<file path="config.mk">
export PLATFORM = sky130hd
export DESIGN_NAME = operand_fetch
export DESIGN_NICKNAME = d
export VERILOG_FILES = /design/src/rtl/operand_fetch.sv
export SDC_FILE = /design/constraint.sdc
export NUM_CORES = 1
export LEC_CHECK = 0
export CORE_MARGIN = 1
export CORE_UTILIZATION = 45
export DETAILED_ROUTE_END_ITERATION = 8
export PLACE_DENSITY = 0.83
export REMOVE_ABC_BUFFERS = 1
export SYNTH_ARGS = -nofsm -noshare
export SYNTH_HDL_FRONTEND = slang
export SYNTH_SLANG_ARGS = --single-unit
</file>
<file path="constraint.sdc">
create_clock -name clk -period 4.7 [get_ports clk]
set_input_delay 0.94 -clock clk [delete_from_list [all_inputs] [get_ports clk]]
set_output_delay 0.94 -clock clk [all_outputs]
set_load 0.02 [all_outputs]
</file>
<file path="src/rtl/operand_fetch.sv">
// Operand fetch stage. It reads PAIRS consecutive word pairs from a
// synchronous-read operand memory and hands each pair to the multiplier
// datapath controller through a valid/ready handshake.
module operand_fetch #(
  parameter int ADDR_W = 4,
  parameter int DATA_W = 16,
  parameter int PAIRS  = 8
) (
  input  logic              clk,
  input  logic              rst,       // active-low, asynchronous
  input  logic              start,
  output logic              mem_rd,
  output logic [ADDR_W-1:0] mem_addr,
  input  logic [DATA_W-1:0] mem_data,
  output logic [DATA_W-1:0] op_a,
  output logic [DATA_W-1:0] op_b,
  output logic              op_valid,
  input  logic              op_ready,
  output logic              busy,
  output logic              done
);

  // The pair counter never goes below one bit, even for a single pair.
  localparam int KW = (PAIRS > 1) ? $clog2(PAIRS) : 1;
  localparam logic [KW-1:0] K_LAST = KW'(PAIRS - 1);

  typedef enum logic [2:0] {IDLE, RD_A, RD_B, CAP_B, VALID, DONE} state_e;

  state_e            state_q;
  logic [KW-1:0]     k_q;
  logic [DATA_W-1:0] op_a_q, op_b_q;

  // Word index of the current read: 2k for op_a, 2k+1 for op_b.
  logic [KW:0] word_idx;

  // Sequencer: read A, read B, capture the trailing read, present, repeat.
  always_ff @(posedge clk or negedge rst) begin
    if (!rst) begin
      state_q <= IDLE;
      k_q     <= '0;
      op_a_q  <= '0;
      op_b_q  <= '0;
    end else begin
      case (state_q)
        IDLE: if (start) begin
          k_q     <= '0;
          state_q <= RD_A;
        end
        RD_A:  state_q <= RD_B;
        // Data for the RD_A address arrives this cycle.
        RD_B: begin
          op_a_q  <= mem_data;
          state_q <= CAP_B;
        end
        // Data for the RD_B address arrives this cycle.
        CAP_B: begin
          op_b_q  <= mem_data;
          state_q <= VALID;
        end
        VALID: if (op_ready) begin
          if (k_q == K_LAST) begin
            state_q <= DONE;
          end else begin
            k_q     <= k_q + KW'(1);
            state_q <= RD_A;
          end
        end
        DONE:    state_q <= IDLE;
        default: state_q <= IDLE;
      endcase
    end
  end

  // Outputs are decoded from state registers only; no input reaches an output.
  assign word_idx = {k_q, (state_q == RD_B)};
  assign mem_rd   = (state_q == RD_A) || (state_q == RD_B);
  assign mem_addr = mem_rd ? ADDR_W'(word_idx) : '0;
  assign op_valid = (state_q == VALID);
  assign done     = (state_q == DONE);
  assign busy     = (state_q != IDLE);
  assign op_a     = op_a_q;
  assign op_b     = op_b_q;

endmodule
</file>
# ---- Word-level counts from Yosys, hierarchy flattened
# Index checks and enable logic that the tools add are counted.
dict set report word_totals {
  reg_bits 38
  inputBits 20
  output_inout_bits 40
  wordCells 29
}
dict set report classes {
  n_addsub 1
  eq_ne 9
  mux 9
  reduce_logical 6
}
# op n
set op_table {}
lappend op_table {{$mux 3} 6}
lappend op_table {{$pmux 3 s5} 1}
lappend op_table {{$eq 3x3->1 const B} 3}
lappend op_table {{$eq 3x2->1 const B} 2}
lappend op_table {{$pmux 3 s2} 1}
lappend op_table {{$mux 4} 1}
lappend op_table {{$ne 2x2->1 const B} 2}
lappend op_table {{$reduce_and 4->1} 1}
lappend op_table {{$add 3x1->3 const B} 1}
lappend op_table {{$eq 3x1->1 const B} 1}
lappend op_table {{$logic_not 3->1} 1}
lappend op_table {{$reduce_bool 3->1} 1}
lappend op_table {{$ne 2x1->1 const B} 1}
lappend op_table {{$reduce_and 2->1} 1}
lappend op_table {{$reduce_bool 2->1} 1}
lappend op_table {{$logic_or 1x1->1} 1}

# ---- Longest topological paths before layout
dict set report depth {
  ltp_word 4
  mapped_depth 5
  mapped_depth_nobuf 5
}

# ---- Least setup slack after synthesis
# Ideal clock, no wire load.
dict set report synth_timing {
  kind {reg2out}
  from {register state_q[0]}
  to {output mem_addr[1]}
  arrival_time_ps 1282
  required_time_ps 3760
  slack_ps 2478
  path_stages_with_launch 5
  cell_sequence {dfrtp_1 buf_4 xnor2_1 nor2_1 and2_1}
}
dict set report synth_between {
  elab_chain_cells 3
}
# item line
set synth_lines {}
lappend synth_lines {{from (decl)} 29} ;# state_e state_q;
lappend synth_lines {{from (signal assigned)} 39} ;# state_q <= IDLE;
lappend synth_lines {{from (signal assigned)} 47} ;# state_q <= RD_A;
lappend synth_lines {{from (signal assigned)} 49} ;# RD_A: state_q <= RD_B;
lappend synth_lines {{$eq 3x1->1 / $eq 3x2->1 (equally long branches)} 76} ;# assign mem_rd = (state_q == RD_A) || (state_q == RD_B);
lappend synth_lines {{$logic_or 1x1->1 *} 76}
lappend synth_lines {{net mem_rd} 12} ;# output logic mem_rd,
lappend synth_lines {{$mux 4 *} 77} ;# assign mem_addr = mem_rd ? ADDR_W'(word_idx) : '0;
lappend synth_lines {{to (decl)} 13} ;# output logic [ADDR_W-1:0] mem_addr,
# The timed path passes the listed nets; every way through them passes the cells marked *.

# ---- Final worst setup path
dict set report layout_timing {
  from {register state_q[2]}
  to {output mem_addr[0]}
}
dict set report layout_between {
  elab_chain_cells 3
}
# item line
set layout_lines {}
lappend layout_lines {{$eq 3x1->1 / $eq 3x2->1 (equally long branches)} {76, 75}}
lappend layout_lines {{$logic_or 1x1->1} 76}
lappend layout_lines {{$mux 4 *} 77}
# Mark *: on every way between the ends. The rest lies on a longest branch, timed or not.

==> impl_metrics.toml <==
[synth]
synth_most_common_cell = "dfrtp_1"
syn-cell-area_um2 = 1600
synth_area_leaders = "dfrtp_1 59%, mux2_2 17%, mux2_4 8.4%"
ys_seq_area_frac = 0.594
synth_commonest_cells = "38 x dfrtp_1, 24 x mux2_2, 9 x mux2_4, 4 x and2_1, 4 x nor2_1"
synth-edff-count = 0
synth_top_area_frac = 0.594
yosys.area.top_type = "dfrtp_1"
ys_types = 22
synth_seq_cells = 38
ys.flop_type = "dfrtp_1"
synthArstFlopShare = 1.00
syn_inst = 101
yosysWarnings = 0
syn_avg_cell_area_um2 = 15.8

[placement]
place.gp.congestion = 0.735
placed_area_um2 = 2200
io_buffers = 59
hpwl_mm = 2.34

[cts]
cts_setup_buffers = 0
numCtsBuffers = 5
clock_path_buffers = 2
cts_hold_buffers = 0
clk_pin_slew_ns = 0.11
cts_tree = "done"
clock_latency_ns = 0.33
ctsRootBufferMaster = "clkbuf_4"
cts_htree_levels = 2
cts_resized = 0
cts.sinks = 38

[drt]
post_drt_via_cell_ratio = 4.98
post_drt_wl_per_cell_um = 15.0
drc = 0
drt_wl_total_mm = 3.14
drtIter0Drc = 31
drt_first_pass_iters = 5
ant_nets = 0
route.vias.total = 1045

[global_route]
gr-total-overflow = 0
grt_pass1_vias = 970
antenna_found_initial = 0
grt_max_degree = 39
grt_pass1_wl_mm = 4.45
grtUsageTotal = 0.172

[floorplanning]
start_util = 0.476
core_um2 = 3360
rows = 21
num_io_pins = 60
die_x_um = 61.6
die-area_um2 = 3800
die_h_um = 61.6

[worst_setup_path]
end_kind = "output pin"
worstPathMaxFanout = 17
cp.required_ns = 3.76
worstPathArrival_ns = 2.06
worstSetupPathType = "reg2out"
startpoint_type = "flip-flop"

[power_and_ir_drop]
vdd.ir_drop.worst_uv = 364
combPwrFrac = 0.543
p_sw_uw = 644
p_clk_frac = 0.120
p_seq_frac = 0.337
power_density_nw_per_um2 = 786
p_int_uw = 1140
leakagePower_uw = 0.000980
swShare = 0.360

[timing]
timing.slew.headroom = 0.463
final_hold_viol_count = 0
maxSlewViolCount = 0
fin_crit_ns = 3.00
finalSetupTns_ns = 0
tightestPinTransition_ns = 0.806
clock_skew_ns = 0.00432
setup_viol = 0
rsz0062_at_grt = "no"
max_freq_mhz = 333
fin_crit_sh = 0.639

[layout]
antenna_cells = 0
seqCellArea_um2 = 951
num-nets-final = 185
utilization = 0.676
final.fill_count = 261
syn2layout_area_growth_pct = 42.0
drive_gt1_frac = 0.262
finalInstanceArea_um2 = 2270
multi_input_area_um2 = 596

[run]
maxCapViolations = 0

[hold_path]
hp-class = "reg2reg"

[run_status]
outcome = "completed"
## cell type report
type | instances | area share
clock inverters | 1 | 0.0132
well taps | 46 | 0.0253
flip-flops and latches | 38 | 0.419
repair buffers | 60 | 0.261
multi-input cells | 58 | 0.262
clock buffers | 7 | 0.0198
## sequential cells by signal, indices dropped and copies added, names as in the netlist
name	flops
op_a	16
op_b	16
k_q	3
state_q	3
## through the flow
| stage | setup slack (ns) | total power (µW) | hold WS [ns] | cells |
|---|---|---|---|---|
| 2_1_floorplan | 2.46 | 1150 | 0.484 | 96 |
| 3_3_place_gp | 2.11 | 1560 | 0.488 | 202 |
| 3_5_place_dp | 2.06 | 1590 | 0.492 | 202 |
| 4_1_cts | 1.67 | 1810 | 0.518 | 210 |
| 5_1_grt | 1.56 | 1890 | 0.528 | 210 |
| 6_report | 1.70 | 1790 | 0.512 | 210 |
## final timing paths
kind,from,to,slack [ns],cells after the start
max in group asynchronous,rst,op_b[5],3.51,1
setup reg to reg,k_q[0],k_q[0],2.91,5
hold / removal,op_b[3],op_b[3],0.51,1
min in group asynchronous,rst,op_b[9],0.68,1
setup / recovery,state_q[2],mem_addr[0],1.70,3
hold reg to reg,op_b[3],op_b[3],0.51,1
## power by group through the flow
stage | clock [µW] | sequential, µW | combinational, µW
after global routing | 233 | 625 | 1030
after CTS | 220 | 604 | 982
final | 214 | 603 | 970
after global placement | 0 | 601 | 958
after detailed placement | 0 | 611 | 979
after floorplan | 0 | 774 | 374
## cell families (layout without fill, tap and decap cells)
family	Yosys count	after routing	share of synthesized area
fa+ha+maj	2	2	0.0156
compound gates	4	4	0.0227
buf+inv	5	68	0.0336
simple gates	18	18	0.0750
flops	38	38	0.594
mux	33	33	0.253
xor+xnor	1	1	0.00547
## worst max-delay path, cell delays in order (launching register included)
cell and delay (ns):
dfrtp_1 0.53, nor3b_4 0.22, buf_4 0.30, clkdlybuf4s50_1 0.67
## per-layer routing
layer / up-vias / part of all wire / track usage
met5: - / 0 / 0
met4: 0 / 0.017 / 0.0857
met3: 6 / 0.066 / 0.0714
met2: 37 / 0.52 / 0.292
met1: 522 / 0.40 / 0.185
li1: 480 / - / -
## cells in the final DEF, fill, tap and decap left out
cell,instances
bufinv_16,1
a22o_1,2
mux2_4,9
nor3b_4,1
nand3_1,1
nand2_1,1
nor3_1,1
dfrtp_1,38
nand2b_1,2
nor4b_1,1
clkdlybuf4s50_1,58
ha_1,2
clkbuf_4,5
nor2_1,4
nand3b_2,1
buf_2,1
buf_4,1
and3b_1,1
and2_1,4
a2111o_1,1
or3_1,1
mux2_2,24
clkbuf_1,2
xnor2_1,1
a211oi_1,1
(Power assumes the default switching activity.)
